<file path="config.mk">
export PLATFORM = sky130hd
export DESIGN_NAME = cell_array_ctrl
export DESIGN_NICKNAME = d
export VERILOG_FILES = /design/src/rtl/cell_array_ctrl.sv
export SDC_FILE = /design/constraint.sdc
export NUM_CORES = 1
export LEC_CHECK = 0
export BUFFER_PORTS_ARGS = -buffer_cell sky130_fd_sc_hd__buf_2
export CAP_MARGIN = 20
export CORE_MARGIN = 1
export CORE_UTILIZATION = 49
export DETAILED_ROUTE_END_ITERATION = 12
export PLACE_DENSITY = 0.81
export SLEW_MARGIN = 0
export SYNTH_ARGS = -nofsm -noshare
export SYNTH_HDL_FRONTEND = slang
export SYNTH_SLANG_ARGS = --single-unit
</file>
<file path="constraint.sdc">
create_clock -name clk_in -period 2.3 [get_ports clk_in]
set_input_delay 0.23 -clock clk_in [delete_from_list [all_inputs] [get_ports clk_in]]
set_output_delay 0.23 -clock clk_in [all_outputs]
set_load 0.02 [all_outputs]
</file>
<file path="src/rtl/cell_array_ctrl.sv">
// rtl/cell_array_ctrl.sv - run/capture sequencer for a configurable cell array
// Host registers on S1, config forwarding on S2, run start on S3.
module cell_array_ctrl #(
  parameter int DATA_W = 32,
  parameter int CFG_AW = 9,
  parameter int CNT_W  = 16
) (
  input  logic              clk_in,
  input  logic              rst,
  input  logic              s1_read,
  input  logic              s1_write,
  input  logic [1:0]        s1_address,
  input  logic [DATA_W-1:0] s1_writedata,
  output logic [DATA_W-1:0] s1_readdata,
  input  logic              s2_write,
  input  logic [CFG_AW-1:0] s2_address,
  input  logic [DATA_W-1:0] s2_writedata,
  input  logic              s3_write,
  input  logic [CNT_W-1:0]  s3_writedata,
  output logic              cfg_we,
  output logic [CFG_AW-1:0] cfg_addr,
  output logic [DATA_W-1:0] cfg_data,
  output logic [DATA_W-1:0] arr_in,
  output logic              arr_en,
  input  logic [DATA_W-1:0] arr_out,
  output logic              irq
);

  typedef enum logic [1:0] {IDLE, RUN, CAPTURE} state_t;

  state_t            state, state_nxt;
  logic [CNT_W-1:0]  cnt;
  logic              run_free;
  logic              mode, irq_en;
  logic              done, aborted, cfg_err, overrun;
  logic [DATA_W-1:0] result;
  logic              busy;
  logic              ctrl_wr, abort_req, irq_clr;
  logic              start, start_zero, start_run, capture;

  always_comb begin
    ctrl_wr    = s1_write && (s1_address == 2'd1);
    abort_req  = ctrl_wr && s1_writedata[1];
    irq_clr    = ctrl_wr && s1_writedata[3];
    start      = s3_write && (state == IDLE);
    // A zero-length single-shot completes straight from IDLE without touching the array
    start_zero = start && !mode && (s3_writedata == '0);
    start_run  = start && !start_zero;
    capture    = (state == CAPTURE);
  end

  always_ff @(posedge clk_in) begin
    if (rst) state <= IDLE;
    else     state <= state_nxt;
  end

  always_comb begin
    state_nxt = state;
    case (state)
      IDLE:    if (start_run) state_nxt = RUN;
      RUN: begin
        if (abort_req)                              state_nxt = CAPTURE;
        else if (!run_free && cnt <= CNT_W'(1))     state_nxt = CAPTURE;
      end
      CAPTURE: state_nxt = IDLE;
      default: state_nxt = IDLE;
    endcase
  end

  always_comb begin
    arr_en = (state == RUN);
    busy   = (state != IDLE);
  end

  always_ff @(posedge clk_in) begin
    if (rst) begin
      cnt         <= '0;
      run_free    <= 1'b0;
      mode        <= 1'b0;
      irq_en      <= 1'b0;
      arr_in      <= '0;
      done        <= 1'b0;
      aborted     <= 1'b0;
      cfg_err     <= 1'b0;
      overrun     <= 1'b0;
      irq         <= 1'b0;
      result      <= '0;
      cfg_we      <= 1'b0;
      cfg_addr    <= '0;
      cfg_data    <= '0;
      s1_readdata <= '0;
    end else begin
      if (start_run) begin
        cnt      <= s3_writedata;
        run_free <= mode;
      end else if (state == RUN && cnt != '0) begin
        cnt <= cnt - CNT_W'(1);
      end

      if (s1_write && s1_address == 2'd0) arr_in <= s1_writedata;
      if (ctrl_wr) begin
        mode   <= s1_writedata[0];
        irq_en <= s1_writedata[2];
      end

      // Sticky flags: a set in the same cycle as irq_clr takes priority
      if (capture || start_zero)        done <= 1'b1;
      else if (start || irq_clr)        done <= 1'b0;

      if (state == RUN && abort_req)    aborted <= 1'b1;
      else if (start || irq_clr)        aborted <= 1'b0;

      if (s2_write && busy)             cfg_err <= 1'b1;
      else if (irq_clr)                 cfg_err <= 1'b0;

      if (s3_write && busy)             overrun <= 1'b1;
      else if (irq_clr)                 overrun <= 1'b0;

      if ((capture || start_zero) && irq_en) irq <= 1'b1;
      else if (irq_clr)                      irq <= 1'b0;

      if (capture) result <= arr_out;

      cfg_we <= s2_write && !busy;
      if (s2_write && !busy) begin
        cfg_addr <= s2_address;
        cfg_data <= s2_writedata;
      end

      if (s1_read) begin
        case (s1_address)
          2'd0:    s1_readdata <= arr_in;
          2'd1:    s1_readdata <= {{(DATA_W-3){1'b0}}, irq_en, 1'b0, mode};
          2'd2:    s1_readdata <= {{(DATA_W-5){1'b0}}, overrun, cfg_err, aborted, done, busy};
          default: s1_readdata <= result;
        endcase
      end
    end
  end

endmodule

</file>
Yosys cells after proc, flatten, opt, wreduce, memory -nomap -nowiden
Index checks and enable logic that the tools add are counted.
{"block": "word_totals", "output_inout_bits": 108, "rom_bits": 0, "mem_bits_rw": 0, "latch_bits": 0, "regBits": 164, "memories": 0}
{"block": "classes", "n_mux": 14, "n_reduce_logical": 33, "n_lt_le_gt_ge": 1, "multipliers": 0, "n_div": 0, "bitwise_logic": 0, "shift": 0, "eq_ne": 6, "addsub": 1}
{"cell": "32-bit case mux with 3 select lines", "count": 1}
{"cell": "16-bit 2-to-1 mux", "count": 2}
{"cell": "16-bit by 1-bit <= comparator with 1-bit output, second input constant", "count": 1}
{"cell": "16-bit logical NOT", "count": 1}
{"cell": "16-bit nonzero test", "count": 1}
{"cell": "16-bit by 1-bit subtractor with 16-bit output, second input constant", "count": 1}
{"cell": "1-bit logical AND", "count": 15}
{"cell": "2-bit nonzero test", "count": 7}
{"cell": "1-bit 2-to-1 mux", "count": 7}
{"cell": "2-bit 2-to-1 mux", "count": 3}
{"cell": "2-bit by 1-bit equality test with 1-bit output, second input constant", "count": 2}
{"cell": "2-bit equality test, second input constant", "count": 2}
{"cell": "1-bit logical NOT", "count": 4}
{"cell": "2-bit logical NOT", "count": 2}
{"cell": "2-bit case mux with 2 select lines", "count": 1}
{"cell": "3-bit by 1-bit != test with 1-bit output, second input constant", "count": 1}
{"cell": "1-bit logical OR", "count": 2}
{"cell": "2-bit != test, second input constant", "count": 1}
{"cell": "2-bit AND reduction", "count": 1}

Logic depth before layout (Yosys ltp)
Gate-level depths: netlist of run 1.
{"block": "logic_depth", "word_depth": 8, "depth_mapped": 7}

Worst setup path before layout of run 1
OpenSTA, ideal clock, no wires.
{"block": "synth_path", "path_type": "register to register", "startpoint": "register cnt[0]", "endpoint": "register cnt[12]", "n_path_buf": 0, "path_slack_ns": 0.613, "required_ns": 2.226, "synth_period_minus_slack_ns": 1.687, "arrival_time_ns": 1.612, "stages_incl_launch_ff": 7, "cell_sequence": "dfxtp_1 -> inv_1 -> ha_1 -> nor3b_1 -> nand3_1 -> or4_1 -> a31oi_1"}
{"block": "synth_via", "elab_chain_len": 3, "word_cells_on_any_way": 6}
{"item": "from (decl)", "line": "32", "rtl": "logic [CNT_W-1:0] cnt;"}
{"item": "from (signal assigned)", "line": "94", "rtl": "cnt <= s3_writedata;"}
{"item": "from (signal assigned)", "line": "97", "rtl": "cnt <= cnt - CNT_W'(1);"}
{"item": "16-bit by 1-bit subtractor with 16-bit output / 16-bit nonzero test (equally long branches)", "line": "97, 96"}
{"item": "16-bit 2-to-1 mux / 1-bit logical AND (equally long branches)", "line": "96", "rtl": "end else if (state == RUN && cnt != '0) begin"}
{"item": "16-bit 2-to-1 mux / 2-bit nonzero test (equally long branches)"}
Several ways; a longest one is shown, not always the timed one. The select of a mux whose other input is x is not followed.
A chain may end at the register's enable or synchronous reset.

Final worst setup path of run 1
{"block": "layout_path", "startpoint": "register cnt[0]", "endpoint": "register cnt[8]"}
The elaborated chain is that of the path after synthesis.

==> results of run 1 <==
## state kept, by name, summed over array words and instances, names as in the netlist
register / cells
s1_readdata: 32
cfg_err: 1
cfg_data: 32
overrun: 1
done: 1
irq_en: 1
irq: 1
run_free: 1
arr_in: 32
cnt: 16
aborted: 1
result: 32
cfg_we: 1
mode: 1
state: 2
cfg_addr: 9
## logic make-up after synthesis
| family | after synthesis | share of synthesized area |
|---|---|---|
| buffers and inverters | 69 | 0.04350 |
| AO/OA/AOI/OAI | 210 | 0.2028 |
| AND/OR/NAND/NOR | 341 | 0.2208 |
| flip-flops | 164 | 0.5072 |
| adder cells (fa/ha/maj) | 3 | 0.005800 |
| multiplexers | 10 | 0.01991 |
## worst min-delay path, stage by stage
cell and delay (ps):
buf_2 90, nand2_1 40, a21oi_1 50
## per-layer routing
layer | up-vias | wire [um]
li1 | 3172 | -
met1 | 2895 | 7374
met2 | 280 | 8670
met3 | 29 | 1596
met4 | 2 | 267
met5 | - | 10
## stage by stage
| step | power (mW) | hold WS, ps | setup WS [ps] | area, sq um |
|---|---|---|---|---|
| after floorplan | 3.915 | 366.0 | 613.3 | 6472 |
| after global placement | 4.300 | 438.9 | 416.3 | 7794 |
| after detailed placement | 4.319 | 444.0 | 321.2 | 7794 |
| after CTS | 7.088 | 18.07 | 318.1 | 8376 |
| after global routing | 7.377 | 20.87 | 66.31 | 8376 |
| final | 7.040 | 30.00 | 295.4 | 8378 |
## worst max-delay path by stage
stage / depth (start not counted) / start / end / slack (ps)
after floorplan: 6 / cnt[0] / cnt[12] / 610
after global placement: 5 / cnt[0] / cnt[8] / 420
after detailed placement: 5 / cnt[0] / cnt[8] / 320
after CTS: 5 / cnt[0] / cnt[8] / 320
after global routing: 6 / cnt[0] / cnt[12] / 70
final: 5 / cnt[0] / cnt[8] / 300
## area by class of cell
| cell class | count | area [sq um] |
|---|---|---|
| multi-input cells | 564 | 2913 |
| well taps | 172 | 215.2 |
| clock buffers | 24 | 481.7 |
| fillers | 1072 | 4395 |
| flip-flops and latches | 164 | 3283 |
| repair buffers | 254 | 1356 |
| clock inverters | 8 | 100.1 |
| inverters | 7 | 26.28 |
| diodes | 1 | 2.502 |
## power breakdown
group | internal, mW | switching, mW | leakage [nW]
Clock | 1.68 | 1.09 | 0.284
Combinational | 0.426 | 0.699 | 1.94
Sequential | 3.02 | 0.124 | 1.34
## cell usage in the layout (no fill, tap or decap), drive strengths merged, types with 2 or more instances in the layout
cell type,synthesis,layout
o31ai,2,2
clkinv,0,5
o21ai,6,6
and2,7,7
a31oi,10,10
mux4,2,2
o221ai,2,2
dfxtp,164,164
a211oi,32,32
buf,12,254
a22oi,33,33
mux2,3,3
o311ai,5,5
nor2b,2,2
mux2i,5,5
ha,3,3
nor4,7,7
bufinv,0,2
inv,7,7
a21oi,110,110
nand2b,2,2
nand3,9,9
clkbuf,50,24
a311oi,3,3
nor3,13,13
or3,5,5
or2,4,4
or4,4,4
nand2,231,231
and3,4,4
nor2,50,50
==> results.json, run 1 <==
{
  "clockBufferDepth": 2,
  "fin_crit_sh": 0.8716,
  "cts-resized-gates": 0,
  "path_max_fanout": 8,
  "yosysWarnings": 0,
  "place.gp.congestion": 0.8769,
  "tns_ps": 0,
  "finalHoldViolations": 0,
  "grt_overflow": 0,
  "core_area_sq_um": 12770,
  "drcViolationCount": 0,
  "route.vias.total": 6378,
  "critPathCaptureType": "register",
  "hp-class": "in -> reg",
  "startpoint_type": "register",
  "dp_cells": 1161,
  "critPathKind": "reg -> reg",
  "port_buffers": 236,
  "path_buf_inv": 1,
  "crit_chain": "inv_1, ha_1, a31oi_1, mux2i_1, a2111oi_2",
  "clk_latency_ps": 430,
  "grt_max_degree": 77,
  "post-synth-top-count-cell": "nand2_1",
  "cp.required_ps": 2620,
  "cts_hold_buf": 0,
  "synth.distinct_cells": 44,
  "busiest_layer": "met2",
  "use_met2": 0.4572,
  "drive_above_1_share": 0.2938,
  "ant_nets": 0,
  "netlist_top_cells_area": "dfxtp_1 (51%), nand2_1 (13%), a21oi_1 (8.5%), a22oi_1 (3.8%), a211oi_1 (3.7%)",
  "start_util": 0.5067,
  "synth_fp_nets": 929,
  "max_cap_violations": 0,
  "min_to": "cfg_data[4]",
  "min_from": "s2_writedata[4]",
  "yosys.area.top_type": "dfxtp_1",
  "r2r_slack_ps": 300,
  "avgRoutedWirePerCell_um": 15.01,
  "first_pass_iters": 7,
  "pin_count": 237,
  "fin_crit_ps": 2005,
  "finalSetupViolations": 0,
  "area_delta_synth_final_pct": 29.44,
  "fin_util": 0.6559,
  "power_leakage_nw": 3.567,
  "tritoncts": "yes",
  "cts_root_buf": "clkbuf_16",
  "rsz0062_at_grt": "false",
  "grt_first_pass_wirelength_um": 28060,
  "rr_startpoint": "cnt[0]",
  "synthTopCellsByCount": "nand2_1 (231), dfxtp_1 (164), a21oi_1 (110)",
  "cts_buffers": 17,
  "yosys.area.top_type_share": 0.5072,
  "cts.sinks": 164,
  "r2r_end": "cnt[8]",
  "vdd_ir_drop_max_mv": 0.6364,
  "die_h_um": 116.9,
  "hold_path_depth": 3,
  "clk_pin_slew_ps": 60,
  "cts_setup_buffers": 0,
  "initialDrtViolationCount": 322,
  "yosysSeqAreaShare": 0.5072,
  "crit_family": "compound AO/OA/AOI/OAI gates",
  "slowest_stage": "a31oi_1",
  "synth-edff-count": 0,
  "syn_inst": 797,
  "power_density_nw_per_um2": 840.3,
  "status": "completed",
  "rr_worst_depth": 5,
  "relSlewSlack": 0.4861,
  "synth_area_sq_um": 6472,
  "grt_usage": 0.2692,
  "synth_flop_cell": "dfxtp_1",
  "nNetsFinal": 1140,
  "async_reset_ff_frac": 0,
  "cts_max_level": 4,
  "use_met1": 0.3154,
  "drv_slew": 0,
  "finalClockSkew_ps": 10.07,
  "grt_antenna_before_repair": 1,
  "viasPerCell": 5.342,
  "die-area_sq_um": 13670,
  "max_stage_delay_ps": 570,
  "final_cells": 1194,
  "grt_pass1_vias": 5742,
  "met3_usage": 0.09114,
  "wl_um": 17920,
  "die_w_um": 116.9,
  "worst_pin_slew_ps": 767.3,
  "syn-mean-instance-area_sq_um": 8.121,
  "fmax_mhz": 498.8,
  "ys_seq_elements": 164,
  "dp_hpwl_um": 12410,
  "crit_arrival_ps": 2330,
  "num_rows": 41
}
Note: power is estimated with default switching activity, not from simulation.
==> run 2: changes to the inputs <==
--- a/config.mk
+++ b/config.mk
@@ -7,10 +7,13 @@
 export LEC_CHECK = 0
 export BUFFER_PORTS_ARGS = -buffer_cell sky130_fd_sc_hd__buf_2
 export CAP_MARGIN = 20
+export CORE_ASPECT_RATIO = 0.6
 export CORE_MARGIN = 1
 export CORE_UTILIZATION = 49
 export DETAILED_ROUTE_END_ITERATION = 12
 export PLACE_DENSITY = 0.81
+export REMOVE_ABC_BUFFERS = 1
+export SETUP_SLACK_MARGIN = 0.2
 export SLEW_MARGIN = 0
 export SYNTH_ARGS = -nofsm -noshare
 export SYNTH_HDL_FRONTEND = slang
==> run 2 against run 1 <==
  * Wire length rose by 2.9%
  * Non-clock buffer count rose by 1
  * Highest routed layer is now met4
  * Sequential share of layout area barely moved
  * Core utilization fell by 0.32 points
  * Design area rose by 0.12%
  * Sequential power barely moved
  * Die area rose by 0.11%
==> results.json, run 2 (synthesis results as in run 1) <==
{
  "cts.sinks": 164,
  "wl_um": 18430,
  "final_common_cell": "buf_2",
  "met3_usage": 0.07387,
  "grt_pass1_vias": 5562,
  "pin_count": 237,
  "grt_antenna_before_repair": 0,
  "die_w_um": 150.4,
  "use_met2": 0.4002,
  "layout_common_cells": "buf_2 (235), nand2_1 (231), dfxtp_1 (164)",
  "finalHoldViolations": 0,
  "busiest_layer": "met2",
  "startpoint_type": "register",
  "p_sw_frac": 0.2897,
  "p_comb_frac": 0.165,
  "die_h_um": 91.03,
  "p_switching_mw": 2.035,
  "cts-resized-gates": 0,
  "use_met1": 0.3814,
  "cp.required_ps": 2640,
  "diodes": 0,
  "max_cap_violations": 0,
  "max_stage_delay_ps": 540,
  "ant_nets": 0,
  "critPathKind": "reg -> reg",
  "path_buf_inv": 0,
  "drive_above_1_share": 0.2987,
  "cts_max_level": 4,
  "hp-class": "in -> reg",
  "avgRoutedWirePerCell_um": 15.48,
  "viasPerCell": 5.309,
  "drv_slew": 0,
  "critPathCaptureType": "register",
  "route.vias.total": 6323,
  "clockBufferDepth": 2,
  "p_clk_frac": 0.387,
  "grt_usage": 0.2705,
  "cts_setup_buffers": 0,
  "r2r_slack_ps": 390,
  "fin_crit_sh": 0.8296,
  "crit_arrival_ps": 2250,
  "worst_pin_slew_ps": 632.3,
  "rsz0062_at_grt": "false",
  "slowest_stage": "nor4_1",
  "status": "completed",
  "crit_chain": "nor4_1, nand2_1, or4_1, a31oi_1",
  "nNetsFinal": 1141,
  "cts_root_buf": "clkbuf_16",
  "path_max_fanout": 6,
  "power_density_nw_per_um2": 837.4,
  "tritoncts": "yes",
  "whs_ps": 48.51,
  "relSlewSlack": 0.5784,
  "grt_first_pass_wirelength_um": 29030,
  "first_pass_iters": 6,
  "tns_ps": 0,
  "port_buffers": 236,
  "place.gp.congestion": 0.9448,
  "drcViolationCount": 0,
  "finalClockSkew_ps": 9.699,
  "area_delta_synth_final_pct": 29.60,
  "fmax_mhz": 524.1,
  "p_total_mw": 7.024,
  "p_int_mw": 4.989,
  "cts_hold_buf": 0,
  "core_area_sq_um": 12850,
  "initialDrtViolationCount": 406,
  "clk_pin_slew_ps": 70,
  "finalSetupViolations": 0,
  "dp_hpwl_um": 12930,
  "fin_crit_ps": 1908,
  "die-area_sq_um": 13690,
  "power_leakage_nw": 3.556,
  "grt_max_degree": 63,
  "num_rows": 32,
  "crit_family": "simple AND/OR/NAND/NOR gates",
  "power_frac_seq": 0.447,
  "vdd_ir_drop_max_mv": 0.4669,
  "clk_latency_ps": 410,
  "grt_overflow": 0,
  "start_util": 0.5036,
  "cts_buffers": 17
}
-- run 2: cell count changes in the layout (fill, tap and decap cells not counted), sizes merged, moves of 3 or more --
cell      delta
clkinvlp     +3
clkinv       -3
clkbuf       -5
inv          +5
-- run 2: power groups by stage --
stage	logic, mW	clock network [mW]	registers (mW)
after global placement	1.14	0	3.20
after CTS	1.15	2.77	3.14
after global routing	1.27	2.90	3.16
after floorplan	0.518	0	3.31
final	1.16	2.72	3.14
after detailed placement	1.14	0	3.20
-- run 2: per-stage QoR --
| stage | worst slack, ps | utilization | std cells | cell area [sq um] |
|---|---|---|---|---|
| 2_1_floorplan | -112.2 | - | 735 | 6217 |
| 3_3_place_gp | 410.3 | 0.6082 | 1160 | 7816 |
| 3_5_place_dp | 357.6 | 0.6082 | 1160 | 7816 |
| 4_1_cts | 341.7 | 0.6521 | 1191 | 8381 |
| 5_1_grt | 258.4 | 0.6526 | 1191 | 8388 |
| 6_report | 392.0 | 0.6526 | 1191 | 8388 |
-- run 2: area by class of cell --
cell class                 count  area [sq um]
fill                        1117          4464
multi-input combinational    564          2925
tap                          170         212.7
inverter                       7         26.28
clock buffer                  19         442.9
clock inverter                12         121.4
timing repair buffer         255          1376
sequential                   164          3283
-- run 2: metal layers --
metal,vias up,wire length (um)
met5,-,0
met3,22,1780
met1,2828,8471
met2,284,7942
li1,3189,-
met4,0,238
-- run 2: worst paths after layout --
path                        to  cells past startpoint     startpoint
setup reg to reg       cnt[15]                      4         cnt[0]
setup / recovery       cnt[15]                      4         cnt[0]
hold / removal     cfg_addr[3]                      3  s2_address[3]
hold reg to reg   cfg_data[12]                      2   cfg_data[12]
-- run 2: worst reg2reg max path, stage by stage (launching register included) --
cell	delay, ps
dfxtp_1	360
nor4_1	550
nand2_1	260
or4_1	520
a31oi_1	160
==> run 3: changes to the inputs <==
==> constraint.sdc (replaced) <==
create_clock -name clk_in -period 1.8 [get_ports clk_in]
set_input_delay 0.18 -clock clk_in [delete_from_list [all_inputs] [get_ports clk_in]]
set_output_delay 0.18 -clock clk_in [all_outputs]
set_load 0.02 [all_outputs]
==> run 3 against run 2 <==
  * Combinational power increased by 84%
  * Design area increased by 15%
  * Register-to-register slack got worse by 340 ps
  * First-iteration DRC count increased by 36%
  * Worst hold slack got worse by 39 ps
  * Clock power increased by 33%
  * Final cell count increased by 7.6%
  * Sequential share of layout area decreased by 4.6 points
  * Core utilization increased by 9.7 points
  * Largest power group unchanged
==> results.json, run 3 (synthesis results as in run 1) <==
{
  "max_cap_violations": 0,
  "grt_max_degree": 63,
  "die_w_um": 150.4,
  "power_leakage_nw": 4.060,
  "cts_root_buf": "clkbuf_16",
  "nNetsFinal": 1231,
  "path_max_fanout": 6,
  "route.vias.total": 7032,
  "clk_pin_slew_ps": 70,
  "diodes": 0,
  "status": "completed",
  "crit_arrival_ps": 2040,
  "fmax_mhz": 571.6,
  "fin_crit_sh": 0.9719,
  "startpoint_type": "register",
  "cts_max_level": 4,
  "rsz0062_at_grt": "true",
  "r2r_end": "cnt[7]",
  "ant_nets": 0,
  "area_delta_synth_final_pct": 48.77,
  "core_area_sq_um": 12850,
  "viasPerCell": 5.485,
  "min_to": "cfg_data[29]",
  "r2r_slack_ps": 50,
  "grt_pass1_vias": 6593,
  "cts.sinks": 164,
  "grt_antenna_before_repair": 0,
  "avgRoutedWirePerCell_um": 16.86,
  "drive_above_1_share": 0.3579,
  "rr_worst_depth": 7,
  "num_rows": 32,
  "fin_crit_ps": 1749,
  "initialDrtViolationCount": 554,
  "layout_setup_ws_ps": 50.52,
  "dp_hpwl_um": 13680,
  "vdd_ir_drop_max_mv": 0.7098,
  "die_h_um": 91.03,
  "tritoncts": "yes",
  "clockBufferDepth": 2,
  "port_buffers": 236,
  "tns_ps": 0,
  "grt_overflow": 0,
  "pre_cts_ws_ps": -27.38,
  "first_pass_iters": 5,
  "hp-class": "in -> reg",
  "drcViolationCount": 0,
  "worst_pin_slew_ps": 447.5,
  "start_util": 0.5036,
  "drv_slew": 0,
  "critPathCaptureType": "register",
  "clk_latency_ps": 410,
  "cts_buffers": 17,
  "power_density_nw_per_um2": 1017,
  "min_from": "s2_writedata[29]",
  "fin_util": 0.7492,
  "finalHoldViolations": 0,
  "cp.required_ps": 2090,
  "grt_first_pass_wirelength_um": 33210,
  "hold_path_depth": 3,
  "die-area_sq_um": 13690,
  "relSlewSlack": 0.7011,
  "rr_startpoint": "cnt[4]",
  "final_common_cell": "buf_2",
  "wl_um": 21610,
  "grt_usage": 0.3089,
  "finalSetupViolations": 0,
  "layout_common_cells": "buf_2 (235), nand2_1 (228), dfxtp_1 (147)",
  "critPathKind": "reg -> reg",
  "pin_count": 237,
  "finalClockSkew_ps": 8.413,
  "place.gp.congestion": 0.9617
}
run 3: cell count changes in the layout (fill, tap and decap cells not counted), sizes merged:
cell	change
a31o	+1
clkinv	+2
clkinvlp	-1
dlygate4sd3	+53
buf	+36
run 3: critical path, stage by stage (launching register included):
cell	delay, ps
dfxtp_2	440
nor3_4	60
buf_4	150
and2_4	170
buf_4	130
or3_1	340
o221ai_1	250
a311oi_1	70
run 3: worst max path at each step:
stage	start	endpoint	slack, ps
floorplan	s1_address[1]	arr_in[0]	-560
global placement	cnt[11]	cnt[11]	10
detailed placement	cnt[11]	cnt[11]	-30
CTS	cnt[6]	cnt[13]	170
global route	cnt[4]	cnt[7]	-5
finish	cnt[4]	cnt[7]	50
run 3: area by class of cell:
cell class / count / area [sq um]
multi-input cells: 565 / 3224
fillers: 919 / 3223
repair buffers: 344 / 2237
clock inverters: 13 / 141.4
well taps: 170 / 212.7
flip-flops and latches: 164 / 3329
inverters: 7 / 31.28
clock buffers: 19 / 452.9
run 3: metal layers:
layer | global-route usage | share of wire
met1 | 0.4083 | 0.44
met2 | 0.4754 | 0.46
met4 | 0.1187 | 0.030
met3 | 0.08693 | 0.078
met5 | 0 | 0
run 3: timing repair:
item | CTS | global route
resized for setup | 53 | 42
hold buffers | 52 | 1
cloned | 1 | 0
pin swaps | 22 | 29
buffers inserted | 13 | 7
endpoints found under the setup margin | 17 | 21
hold endpoints to repair | 52 | 1
run 3: where the power goes:
| group | leakage, nW | internal (mW) | total, mW | switching (mW) |
|---|---|---|---|---|
| Clock | 0.282 | 2.03 | 3.61 | 1.59 |
| Sequential | 1.35 | 3.87 | 4.05 | 0.186 |
| Combinational | 2.43 | 0.941 | 2.13 | 1.18 |
| Total | 4.06 | 6.83 | 9.79 | 2.96 |
run 3: stage by stage:
| step | power (mW) | hold slack (ps) | area, sq um | instances |
|---|---|---|---|---|
| 6_report | 9.793 | 9.809 | 9629 | 1282 |
| 5_1_grt | 10.17 | 0.4731 | 9629 | 1282 |
| 4_1_cts | 9.572 | 0.4990 | 9385 | 1274 |
| 3_5_place_dp | 5.667 | 425.0 | 7974 | 1176 |
| 3_3_place_gp | 5.624 | 420.9 | 7974 | 1176 |
| 2_1_floorplan | 4.890 | 248.9 | 6217 | 735 |
